`src/rtl/output_writeback_pkg.sv`:
```
// Shared types and address helper for the result writeback stage.
// Channel-major output tensor layout: (ch*H + y)*W + x from BASE_ADDR.
package output_writeback_pkg;

  localparam int unsigned WB_AW = 20;
  localparam int unsigned WB_DW = 32;

  typedef enum logic [1:0] {
    IDLE,
    COLLECT,
    DRAIN,
    DONE
  } wb_state_t;

  typedef struct packed {
    logic [WB_AW-1:0] addr;
    logic [WB_DW-1:0] data;
  } wb_entry_t;

  function automatic logic [WB_AW:0] calc_addr(
    input int unsigned x,
    input int unsigned y,
    input int unsigned ch,
    input int unsigned w,
    input int unsigned h,
    input int unsigned base
  );
    int unsigned a;
    a = base + (ch * h + y) * w + x;
    return a[WB_AW:0];
  endfunction

endpackage

```
`src/rtl/output_writeback_if.sv`:
```
// External memory write port: request valid/addr/data, grant back.
interface output_writeback_if
  import output_writeback_pkg::*;
#(
  parameter int unsigned AW = WB_AW,
  parameter int unsigned DW = WB_DW
);

  logic          we;
  logic [AW-1:0] addr;
  logic [DW-1:0] wdata;
  logic          gnt;

  modport master (
    output we, addr, wdata,
    input  gnt
  );

  modport slave (
    input  we, addr, wdata,
    output gnt
  );

endinterface

```
`src/rtl/output_writeback_sync_fifo.sv`:
```
// Small circular buffer; the head entry is a flop read straight to the port.
module sync_fifo #(
  parameter type         T     = logic [7:0],
  parameter int unsigned DEPTH = 4
) (
  input  logic clk,
  input  logic arst_in,
  input  logic push_i,
  input  T     data_i,
  input  logic pop_i,
  output T     head_o,
  output logic full_o,
  output logic empty_o
);

  localparam int unsigned PW = $clog2(DEPTH);
  localparam int unsigned CW = PW + 1;

  T              mem_q [DEPTH];
  logic [PW-1:0] wr_q, rd_q;
  logic [CW-1:0] cnt_q;
  logic          wr, rd;

  assign full_o  = (cnt_q == CW'(DEPTH));
  assign empty_o = (cnt_q == '0);
  // A pop frees the slot a full-buffer push lands in.
  assign wr      = push_i && (!full_o || pop_i);
  assign rd      = pop_i && !empty_o;
  assign head_o  = mem_q[rd_q];

  always_ff @(posedge clk or posedge arst_in) begin
    if (arst_in) begin
      for (int i = 0; i < DEPTH; i++) mem_q[i] <= '0;
      wr_q  <= '0;
      rd_q  <= '0;
      cnt_q <= '0;
    end else begin
      if (wr) begin
        mem_q[wr_q] <= data_i;
        wr_q        <= wr_q + PW'(1);
      end
      if (rd) rd_q <= rd_q + PW'(1);
      cnt_q <= cnt_q + CW'(wr) - CW'(rd);
    end
  end

endmodule

```
`src/rtl/output_writeback.sv`:
```
// Captures conv results, buffers them and writes them to external memory.
module output_writeback
  import output_writeback_pkg::*;
#(
  parameter int unsigned IO_DATA_WIDTH      = 16,
  parameter int unsigned EXT_MEM_WIDTH      = WB_DW,
  parameter int unsigned EXT_MEM_HEIGHT     = 1 << WB_AW,
  parameter int unsigned FEATURE_MAP_WIDTH  = 128,
  parameter int unsigned FEATURE_MAP_HEIGHT = 128,
  parameter int unsigned OUTPUT_NB_CHANNELS = 16,
  parameter int unsigned BASE_ADDR          = 0,
  parameter int unsigned FIFO_DEPTH         = 4
) (
  input  logic                                  clk,
  input  logic                                  arst_in,
  input  logic                                  start,
  input  logic [IO_DATA_WIDTH-1:0]              out,
  input  logic                                  output_valid,
  input  logic [$clog2(FEATURE_MAP_WIDTH)-1:0]  output_x,
  input  logic [$clog2(FEATURE_MAP_HEIGHT)-1:0] output_y,
  input  logic [$clog2(OUTPUT_NB_CHANNELS)-1:0] output_ch,
  output_writeback_if.master                    mem,
  output logic                                  busy,
  output logic                                  done,
  output logic                                  overflow
);

  localparam int unsigned AW    = $clog2(EXT_MEM_HEIGHT);
  localparam int unsigned TOTAL =
    FEATURE_MAP_WIDTH * FEATURE_MAP_HEIGHT * OUTPUT_NB_CHANNELS;
  localparam int unsigned NW    = $clog2(TOTAL + 1);

  wb_state_t     state_q, state_d;
  logic [NW-1:0] cnt_q, cnt_d;
  logic          ovf_q, ovf_d;
  logic          push, pop, full, empty;
  wb_entry_t     ent, head;

  assign ent.addr = AW'(calc_addr(
    32'(output_x), 32'(output_y), 32'(output_ch),
    FEATURE_MAP_WIDTH, FEATURE_MAP_HEIGHT, BASE_ADDR));
  assign ent.data = {
    {(EXT_MEM_WIDTH-IO_DATA_WIDTH){out[IO_DATA_WIDTH-1]}},
    out};

  assign pop = mem.we & mem.gnt;

  sync_fifo #(
    .T     (wb_entry_t),
    .DEPTH (FIFO_DEPTH)
  ) u_fifo (
    .clk     (clk),
    .arst_in (arst_in),
    .push_i  (push),
    .data_i  (ent),
    .pop_i   (pop),
    .head_o  (head),
    .full_o  (full),
    .empty_o (empty)
  );

  assign mem.we    = !empty;
  assign mem.addr  = head.addr;
  assign mem.wdata = head.data;

  assign busy     = (state_q == COLLECT) || (state_q == DRAIN);
  assign done     = (state_q == DONE);
  assign overflow = ovf_q;

  always_comb begin
    state_d = state_q;
    cnt_d   = cnt_q;
    ovf_d   = ovf_q;
    push    = 1'b0;
    unique case (state_q)
      IDLE, DONE: begin
        if (start) begin
          state_d = COLLECT;
          cnt_d   = '0;
          ovf_d   = 1'b0;
        end
      end
      COLLECT: begin
        if (output_valid) begin
          push  = 1'b1;
          cnt_d = cnt_q + NW'(1);
        end
        if (cnt_d == NW'(TOTAL)) state_d = DRAIN;
      end
      DRAIN: begin
        if (empty) state_d = DONE;
      end
      default: state_d = IDLE;
    endcase
    // Dropped results still count toward layer completion.
    if (output_valid && state_q != COLLECT) ovf_d = 1'b1;
    if (push && full && !pop) ovf_d = 1'b1;
  end

  always_ff @(posedge clk or posedge arst_in) begin
    if (arst_in) begin
      state_q <= IDLE;
      cnt_q   <= '0;
      ovf_q   <= 1'b0;
    end else begin
      state_q <= state_d;
      cnt_q   <= cnt_d;
      ovf_q   <= ovf_d;
    end
  end

endmodule
```
`src/flat_wrapper.sv`:
```
// flat-port wrapper written by rule: the top's interface ports become plain ports
module output_writeback_flat import output_writeback_pkg::*;
#(
  parameter int unsigned IO_DATA_WIDTH      = 16,
  parameter int unsigned EXT_MEM_WIDTH      = WB_DW,
  parameter int unsigned EXT_MEM_HEIGHT     = 1 << WB_AW,
  parameter int unsigned FEATURE_MAP_WIDTH  = 128,
  parameter int unsigned FEATURE_MAP_HEIGHT = 128,
  parameter int unsigned OUTPUT_NB_CHANNELS = 16,
  parameter int unsigned BASE_ADDR          = 0,
  parameter int unsigned FIFO_DEPTH         = 4
)
  (clk, arst_in, start, out, output_valid, output_x, output_y, output_ch, busy, done, overflow, mem_we, mem_addr, mem_wdata, mem_gnt);
  output_writeback_if mem_i ();
  input  logic clk;
  input  logic arst_in;
  input  logic start;
  input  logic [IO_DATA_WIDTH-1:0] out;
  input  logic output_valid;
  input  logic [$clog2(FEATURE_MAP_WIDTH)-1:0] output_x;
  input  logic [$clog2(FEATURE_MAP_HEIGHT)-1:0] output_y;
  input  logic [$clog2(OUTPUT_NB_CHANNELS)-1:0] output_ch;
  output logic busy;
  output logic done;
  output logic overflow;
  output wire logic [$bits(mem_i.we)-1:0] mem_we;
  output wire logic [$bits(mem_i.addr)-1:0] mem_addr;
  output wire logic [$bits(mem_i.wdata)-1:0] mem_wdata;
  input wire logic [$bits(mem_i.gnt)-1:0] mem_gnt;
  assign mem_we = mem_i.we;
  assign mem_addr = mem_i.addr;
  assign mem_wdata = mem_i.wdata;
  assign mem_i.gnt = mem_gnt;
  output_writeback #(.IO_DATA_WIDTH(IO_DATA_WIDTH), .EXT_MEM_WIDTH(EXT_MEM_WIDTH), .EXT_MEM_HEIGHT(EXT_MEM_HEIGHT), .FEATURE_MAP_WIDTH(FEATURE_MAP_WIDTH), .FEATURE_MAP_HEIGHT(FEATURE_MAP_HEIGHT), .OUTPUT_NB_CHANNELS(OUTPUT_NB_CHANNELS), .BASE_ADDR(BASE_ADDR), .FIFO_DEPTH(FIFO_DEPTH)) u_core (.clk(clk), .arst_in(arst_in), .start(start), .out(out), .output_valid(output_valid), .output_x(output_x), .output_y(output_y), .output_ch(output_ch), .mem(mem_i), .busy(busy), .done(done), .overflow(overflow));
endmodule
```
`config.mk`:
```
export PLATFORM = sky130hd
export DESIGN_NAME = output_writeback_flat
export DESIGN_NICKNAME = d
export VERILOG_FILES = /design/src/rtl/output_writeback_pkg.sv /design/src/rtl/output_writeback_if.sv /design/src/rtl/output_writeback_sync_fifo.sv /design/src/rtl/output_writeback.sv /design/src/flat_wrapper.sv
export SDC_FILE = /design/constraint.sdc
export NUM_CORES = 1
export LEC_CHECK = 0
export ABC_AREA = 1
export CORE_MARGIN = 10
export CORE_UTILIZATION = 40
export CTS_BUF_LIST = sky130_fd_sc_hd__clkbuf_8
export DETAILED_ROUTE_END_ITERATION = 10
export GPL_TIMING_DRIVEN = 0
export SYNTH_ARGS = -nofsm -noshare
export SYNTH_HDL_FRONTEND = slang
export SYNTH_SLANG_ARGS = --single-unit
```
`constraint.sdc`:
```
create_clock -name clk -period 11.9 [get_ports clk]
set_clock_uncertainty 0.15 [all_clocks]
set_input_delay 2.975 -clock clk [delete_from_list [all_inputs] [get_ports clk]]
set_output_delay 2.975 -clock clk [all_outputs]
set_load 0.03 [all_outputs]
```
==> results.py, run 1 <==
metrics = {
    "placed_design": {
        "dpl_cell_area_um2": 9450,
        "pre_cts_ws_ns": 5.73,
        "portBuffers": 92,
        "gp_congestion": 0.821,
        "post-dp-hpwl_mm": 13.8,
    },
    "pwr": {
        "power.density_nw_per_um2": 297,
        "leakagePower_nw": 4.31,
        "peakVddDrop_v": 0.000149,
    },
    "routing": {
        "wl_mm": 19.8,
        "drt_iter0_markers": 346,
        "viasPerCell": 4.99,
        "detailroute.via_count": 6098,
        "firstDrtPassIters": 5,
        "final_antenna_net_count": 0,
        "wl_per_cell_um": 16.2,
        "drc": 0,
    },
    "timing": {
        "finalCritPeriodShare_pct": 56.8,
        "grt_setup_unrepaired": "no",
        "setup-violations-final": 0,
        "worst_pin_slew_ns": 0.716,
        "drv_slew": 0,
        "finalHoldViolations": 0,
        "clock.fmax_ghz": 0.148,
        "fin_ws_ns": 5.14,
        "fin_crit_ns": 6.76,
        "slew_headroom_pct": 52.3,
        "setup-tns-final_ns": 0,
    },
    "clocking": {
        "postCtsSetupRepairBufs": 0,
        "clk_latency_ns": 0.46,
        "cts_resized": 0,
        "cts_tree": "done",
        "htree_levels": 4,
        "cts_inserted_buffers": 17,
        "holdBufCountCts": 0,
        "clk_pin_slew_ns": 0.09,
        "cts-root-buf": "clkbuf_8",
        "clock_sinks": 165,
        "cts_buffer_depth": 2,
    },
    "grt": {
        "overflow": 0,
        "grt_pass1_wl_mm": 32.7,
        "grt.total_usage_pct": 15.3,
        "antenna_found_initial": 0,
        "grt_max_degree": 94,
        "grt_pass1_vias": 6118,
    },
    "outcome": {
        "status": "finished clean",
    },
    "die": {
        "rows": 52,
        "fp.dieW_um": 163,
        "die_area_um2": 26500,
        "core_um2": 20100,
        "io_pins": 95,
        "initial_core_util_pct": 40.5,
        "die_y_um": 163,
    },
    "setup_path": {
        "r2r_setup_slack_ns": 9.33,
        "path_common_cell": "clkbuf_1",
        "crit_chain": "clkbuf_1 -> inv_1 -> clkbuf_1 -> clkbuf_1 -> o21ai_0 -> o21ai_0 -> clkdlybuf4s50_1",
        "crit_path_start": "u_core.u_fifo.rd_q[0]",
        "worst_ep_required_time_ns": 8.78,
        "end_kind": "output port",
        "r2r_end": "u_core.u_fifo.cnt_q[2]",
        "reg2reg_from": "u_core.u_fifo.cnt_q[1]",
        "start_kind": "register",
        "crit_end": "mem_addr[16]",
        "worstPathMaxFanout": 10,
        "rr_worst_depth": 11,
        "crit_slowest_cell": "clkdlybuf4s50_1",
        "cp_slowest_stage_delay_ns": 0.76,
        "crit_arrival_ns": 3.63,
        "critPathKind": "reg2out",
    },
    "final_layout": {
        "design_area_um2": 9810,
        "area_growth_pct": 20.5,
        "postLayoutCoreUtil_pct": 48.8,
        "antennaDiodeCount": 0,
        "final_nets": 989,
        "drive_above_1_share_pct": 18.6,
        "final_common_cell": "dfrtp_1",
        "final_cell_mix": "165 x dfrtp_1, 127 x o21ai_0, 96 x nand2_1",
        "fill_cells": 1885,
    },
    "synthesis": {
        "synth_cells": 824,
        "syn_area_um2": 8140,
        "syn_area_per_cell_um2": 9.88,
        "ys_warn_count": 0,
        "yosysUniqueCellTypes": 34,
        "yosys_most_used_dff": "dfrtp_1",
        "async_flop_share_pct": 100,
        "yosysSeqAreaShare_pct": 50.7,
        "ys_ff_latch": 165,
        "synth_edf_count": 0,
    },
    "job": {
        "drv_cap": 0,
    },
    "min_path": {
        "hp-class": "reg2reg",
    },
}
[where the power goes]
part,internal [W],switching [W]
Combinational,0.000681,0.000940
Sequential,0.000805,0.000107
Clock,0.000155,0.000226
Total,0.00164,0.00127
[routing by layer]
layer	vias up	global-route usage (%)	part of all wire, %
met1	2994	21.0	49
met4	0	3.77	0.83
met3	13	3.69	4.7
met2	126	23.9	46
met5	-	0	0
li1	2965	-	-
[state kept, by name, indices dropped and copies added, names as in the netlist]
signal	count
u_core.overflow	1
u_core.state_q	2
u_core.u_fifo.cnt_q	3
u_core.u_fifo.wr_q	2
u_core.u_fifo.rd_q	2
u_core.cnt_q	19
u_core.u_fifo.mem_q	136
[cells in the mapped netlist (3+ instances only)]
library cell    n  area share, %
nor2_4          6           0.83
o22ai_1        20            1.5
buf_1           3           0.14
inv_2           3           0.14
buf_2           3           0.18
nand2_1        96            4.4
xor2_1          3           0.32
mux2_1         26            3.6
inv_1          73            3.4
clkbuf_1       24            1.1
mux2_2         84             12
o21ai_1         4           0.25
buf_4          29            2.7
nor2_1         64            3.0
nand3_1        24            1.5
dfrtp_1       165             51
ha_1           11            1.7
nand4_1         6           0.46
nand2_2         4           0.31
a21oi_1        29            1.8
nor2_2          3           0.23
o21ai_0       128            7.9
[critical path: cells and delay by family (launching register included)]
family | cells | cell delay [ns]
DFF | 1 | 0.37
AOI/OAI and AO/OA | 2 | 0.60
buffers and inverters | 5 | 2.19
[per-stage QoR]
| step | std cells | total power, W | hold slack (ns) |
|---|---|---|---|
| after CTS | 1221 | 0.00295 | 0.340 |
| final | 1221 | 0.00291 | 0.333 |
| after global placement | 1187 | 0.00254 | 0.312 |
| after floorplan | 825 | 0.00197 | 0.302 |
| after global routing | 1221 | 0.00313 | 0.354 |
| after detailed placement | 1189 | 0.00256 | 0.319 |
[worst min path at each step]
| stage | end | cells after the start | slack [ns] | from |
|---|---|---|---|---|
| after floorplan | u_core.u_fifo.mem_q[30] | 1 | 0.30 | u_core.u_fifo.mem_q[30] |
| after global placement | u_core.u_fifo.mem_q[116] | 1 | 0.31 | u_core.u_fifo.mem_q[116] |
| after detailed placement | u_core.u_fifo.mem_q[117] | 1 | 0.32 | u_core.u_fifo.mem_q[117] |
| after CTS | u_core.u_fifo.mem_q[112] | 1 | 0.34 | u_core.u_fifo.mem_q[112] |
| after global routing | u_core.u_fifo.mem_q[203] | 1 | 0.35 | u_core.u_fifo.mem_q[203] |
| final | u_core.u_fifo.mem_q[112] | 1 | 0.33 | u_core.u_fifo.mem_q[112] |
[area by class of cell]
class | instances | area (um2) | share of cell area [%]
timing repair buffer | 94 | 956 | 9.74
multi-input combinational | 524 | 3390 | 34.5
buffer | 60 | 345 | 3.52
inverter | 76 | 293 | 2.98
tap | 270 | 338 | 3.44
clock inverter | 14 | 119 | 1.21
clock buffer | 18 | 248 | 2.52
sequential | 165 | 4130 | 42.1
[cells by family (layout without fill, tap and decap cells)]
family	Yosys count	count (layout)	share of synthesized area [%]
AO/OA/AOI/OAI	182	182	11.5
other	1	2	0.0461
flip-flops	165	165	50.7
multiplexers	110	110	15.2
buffers and inverters	136	262	7.74
XOR/XNOR	5	5	0.630
AND/OR/NAND/NOR	213	213	12.2
adder cells (fa/ha/maj)	12	12	1.94
Note: power is estimated with default switching activity, not from simulation.
==> run 2: changes to the inputs <==
- clock period: 11.9 -> 6.4 ns (I/O delays scaled with it)
==> results of run 2 <==
The final DEF is identical to that of run 1. Status: finished clean.
Among the figures that moved: setup slack after placement 5.73 ns -> 1.61 ns; setup slack after layout 5.14 ns -> 1.02 ns; register-to-register setup slack 9.33 ns -> 3.83 ns; total power 0.00291 W -> 0.00542 W; worst IR drop on VDD 0.000149 V -> 0.000278 V
==> run 3: changes to the inputs <==
- clock period: 6.4 -> 5.15 ns (I/O delays scaled with it)
==> run 3 against run 2 <==
Clock power grew 39%. Final area increased by 1.2%. Power increased by 26%. Combinational power up 24%. Largest cell class unchanged. Sequential share of layout area down 0.50 points. Count of clock-buffer cells in the layout increased by 2. Largest power group unchanged. Via count decreased by 0.46%. Worst setup slack lost 0.70 ns. Critical path type unchanged. Highest routed layer unchanged. Cell count rose by 0.25%. Critical path depth rose by 2.
==> results.py, run 3 (synthesis results as in run 1) <==
metrics = {
    "timing": {
        "finalCritPeriodShare_pct": 93.8,
        "grt_setup_unrepaired": "no",
        "clock.fmax_ghz": 0.207,
        "setup-violations-final": 0,
        "fin_crit_ns": 4.83,
        "worst_pin_slew_ns": 0.641,
        "slew_headroom_pct": 57.3,
        "whs_ns": 0.336,
        "finalHoldViolations": 0,
        "drv_slew": 0,
    },
    "die": {
        "die_y_um": 163,
        "rows": 52,
        "fp.dieW_um": 163,
        "io_pins": 95,
        "initial_core_util_pct": 40.5,
        "core_um2": 20100,
        "die_area_um2": 26500,
    },
    "grt": {
        "overflow": 0,
        "use_met1_pct": 20.0,
        "grt_pass1_vias": 6159,
        "met2_usage_pct": 24.5,
        "grt.total_usage_pct": 15.3,
        "grt_pass1_wl_mm": 32.5,
        "grt-busiest-layer": "met2",
        "use_met3_pct": 3.94,
        "antenna_found_initial": 0,
        "grt_max_degree": 39,
    },
    "setup_path": {
        "reg2reg_from": "u_core.u_fifo.cnt_q[1]",
        "critPathKind": "reg2out",
        "cp_num_cells": 9,
        "r2r_setup_slack_ns": 2.59,
        "crit_path_start": "u_core.u_fifo.rd_q[0]",
        "cp_slowest_stage_delay_ns": 0.59,
        "r2r_end": "u_core.u_fifo.cnt_q[2]",
        "worst_ep_required_time_ns": 3.71,
        "end_kind": "output port",
        "start_kind": "register",
        "crit_chain": "inv_1 -> clkbuf_1 -> buf_1 -> a21oi_1 -> o21ai_0 -> o21ai_1 -> buf_4 -> buf_4 -> clkdlybuf4s50_1",
        "rr_worst_depth": 11,
        "crit_slowest_cell": "clkdlybuf4s50_1",
        "path_common_cell": "buf_4",
        "worstPathMaxFanout": 16,
        "crit_arrival_ns": 3.39,
        "cp_top_family": "buffers and inverters",
        "crit_end": "mem_wdata[29]",
        "crit_buf_inv": 6,
    },
    "final_layout": {
        "final_cell_mix": "165 x dfrtp_1, 127 x o21ai_0, 96 x nand2_1",
        "multi_input_area_um2": 3390,
        "final_nets": 992,
        "postLayoutCoreUtil_pct": 49.4,
        "regMostFlops": "u_core.u_fifo.mem_q",
        "area_growth_pct": 22.0,
        "largest_register_ff_count": 136,
        "register_area_um2": 4130,
        "drive_above_1_share_pct": 18.6,
        "design_area_um2": 9930,
        "final_common_cell": "dfrtp_1",
        "top_regs": "u_core.u_fifo.mem_q (136), u_core.cnt_q (19), u_core.u_fifo.cnt_q (3)",
        "antennaDiodeCount": 0,
        "fill_cells": 1853,
    },
    "routing": {
        "viasPerCell": 4.96,
        "final_antenna_net_count": 0,
        "detailroute.via_count": 6070,
        "firstDrtPassIters": 5,
        "wl_per_cell_um": 16.2,
        "wl_mm": 19.9,
        "drc": 0,
        "drt_iter0_markers": 358,
    },
    "clocking": {
        "cts_buffer_depth": 2,
        "cts_resized": 0,
        "htree_levels": 4,
        "clock_sinks": 165,
        "cts-root-buf": "clkbuf_8",
        "cts_inserted_buffers": 17,
        "cts_tree": "done",
        "clk_latency_ns": 0.46,
        "clk_pin_slew_ns": 0.08,
    },
    "pwr": {
        "power.density_nw_per_um2": 689,
        "leakagePower_nw": 4.39,
        "peakVddDrop_v": 0.000296,
    },
    "placed_design": {
        "gp_congestion": 0.813,
        "portBuffers": 92,
        "post-dp-hpwl_mm": 14.2,
        "dpl_cell_area_um2": 9520,
    },
    "job": {
        "drv_cap": 0,
    },
    "min_path": {
        "hold_depth": 1,
        "hp-class": "reg2reg",
    },
    "outcome": {
        "status": "finished clean",
    },
}
run 3: repair_timing:
item / CTS / global route
buffers inserted: 0 / 0
setup endpoints to repair: 0 / 15
hold buffers: 0 / 0
run 3: worst register-to-register path: stages, from the launching register on:
cell and delay [ns]:
dfrtp_1 0.39, nor2_1 0.07, nand2_1 0.12, nand2_1 0.12
nand3_1 0.15, nand3_4 0.19, ha_1 0.35, inv_1 0.03
ha_1 0.18, fa_1 0.37, xnor2_1 0.17, xor2_1 0.18
run 3: how the worst min path moves through the flow:
stage	start	endpoint	slack (ns)
finish	u_core.u_fifo.mem_q[114]	u_core.u_fifo.mem_q[114]	0.34
CTS	u_core.u_fifo.mem_q[114]	u_core.u_fifo.mem_q[114]	0.34
global route	u_core.u_fifo.mem_q[33]	u_core.u_fifo.mem_q[33]	0.36
detailed placement	u_core.u_fifo.mem_q[115]	u_core.u_fifo.mem_q[115]	0.32
global placement	u_core.u_fifo.mem_q[115]	u_core.u_fifo.mem_q[115]	0.31
floorplan	u_core.u_fifo.mem_q[30]	u_core.u_fifo.mem_q[30]	0.30
run 3: layout make-up:
cell class | instances | share of cell area [%]
Sequential cell | 165 | 41.6
Multi-Input combinational cell | 524 | 34.1
Timing Repair Buffer | 98 | 10.4
Buffer | 59 | 3.44
Tap cell | 270 | 3.40
Inverter | 76 | 2.91
Clock buffer | 20 | 2.77
Clock inverter | 12 | 1.37
run 3: layer usage:
layer | wire [um] | vias to the layer above | part of all wire [%]
met5 | 0 | - | 0
met4 | 184 | 0 | 0.93
met3 | 1180 | 13 | 5.9
met2 | 9290 | 120 | 47
met1 | 9200 | 2968 | 46
li1 | - | 2969 | -
run 3: stage by stage:
| step | instances | TNS, ns | power [W] | setup WS (ns) |
|---|---|---|---|---|
| CTS | 1225 | 0 | 0.00694 | 0.127 |
| global placement | 1187 | -1.30 | 0.00588 | -0.0846 |
| finish | 1224 | 0 | 0.00685 | 0.319 |
| floorplan | 825 | 0 | 0.00454 | 0.870 |
| detailed placement | 1193 | 0 | 0.00594 | 0.652 |
| global route | 1224 | 0 | 0.00732 | 0.0505 |
run 3: power by group:
| part | total [W] | switching, W | internal (W) |
|---|---|---|---|
| clock | 0.000986 | 0.000475 | 0.000511 |
| combinational | 0.00374 | 0.00217 | 0.00158 |
| sequential | 0.00212 | 0.000257 | 0.00186 |
| total | 0.00685 | 0.00290 | 0.00395 |
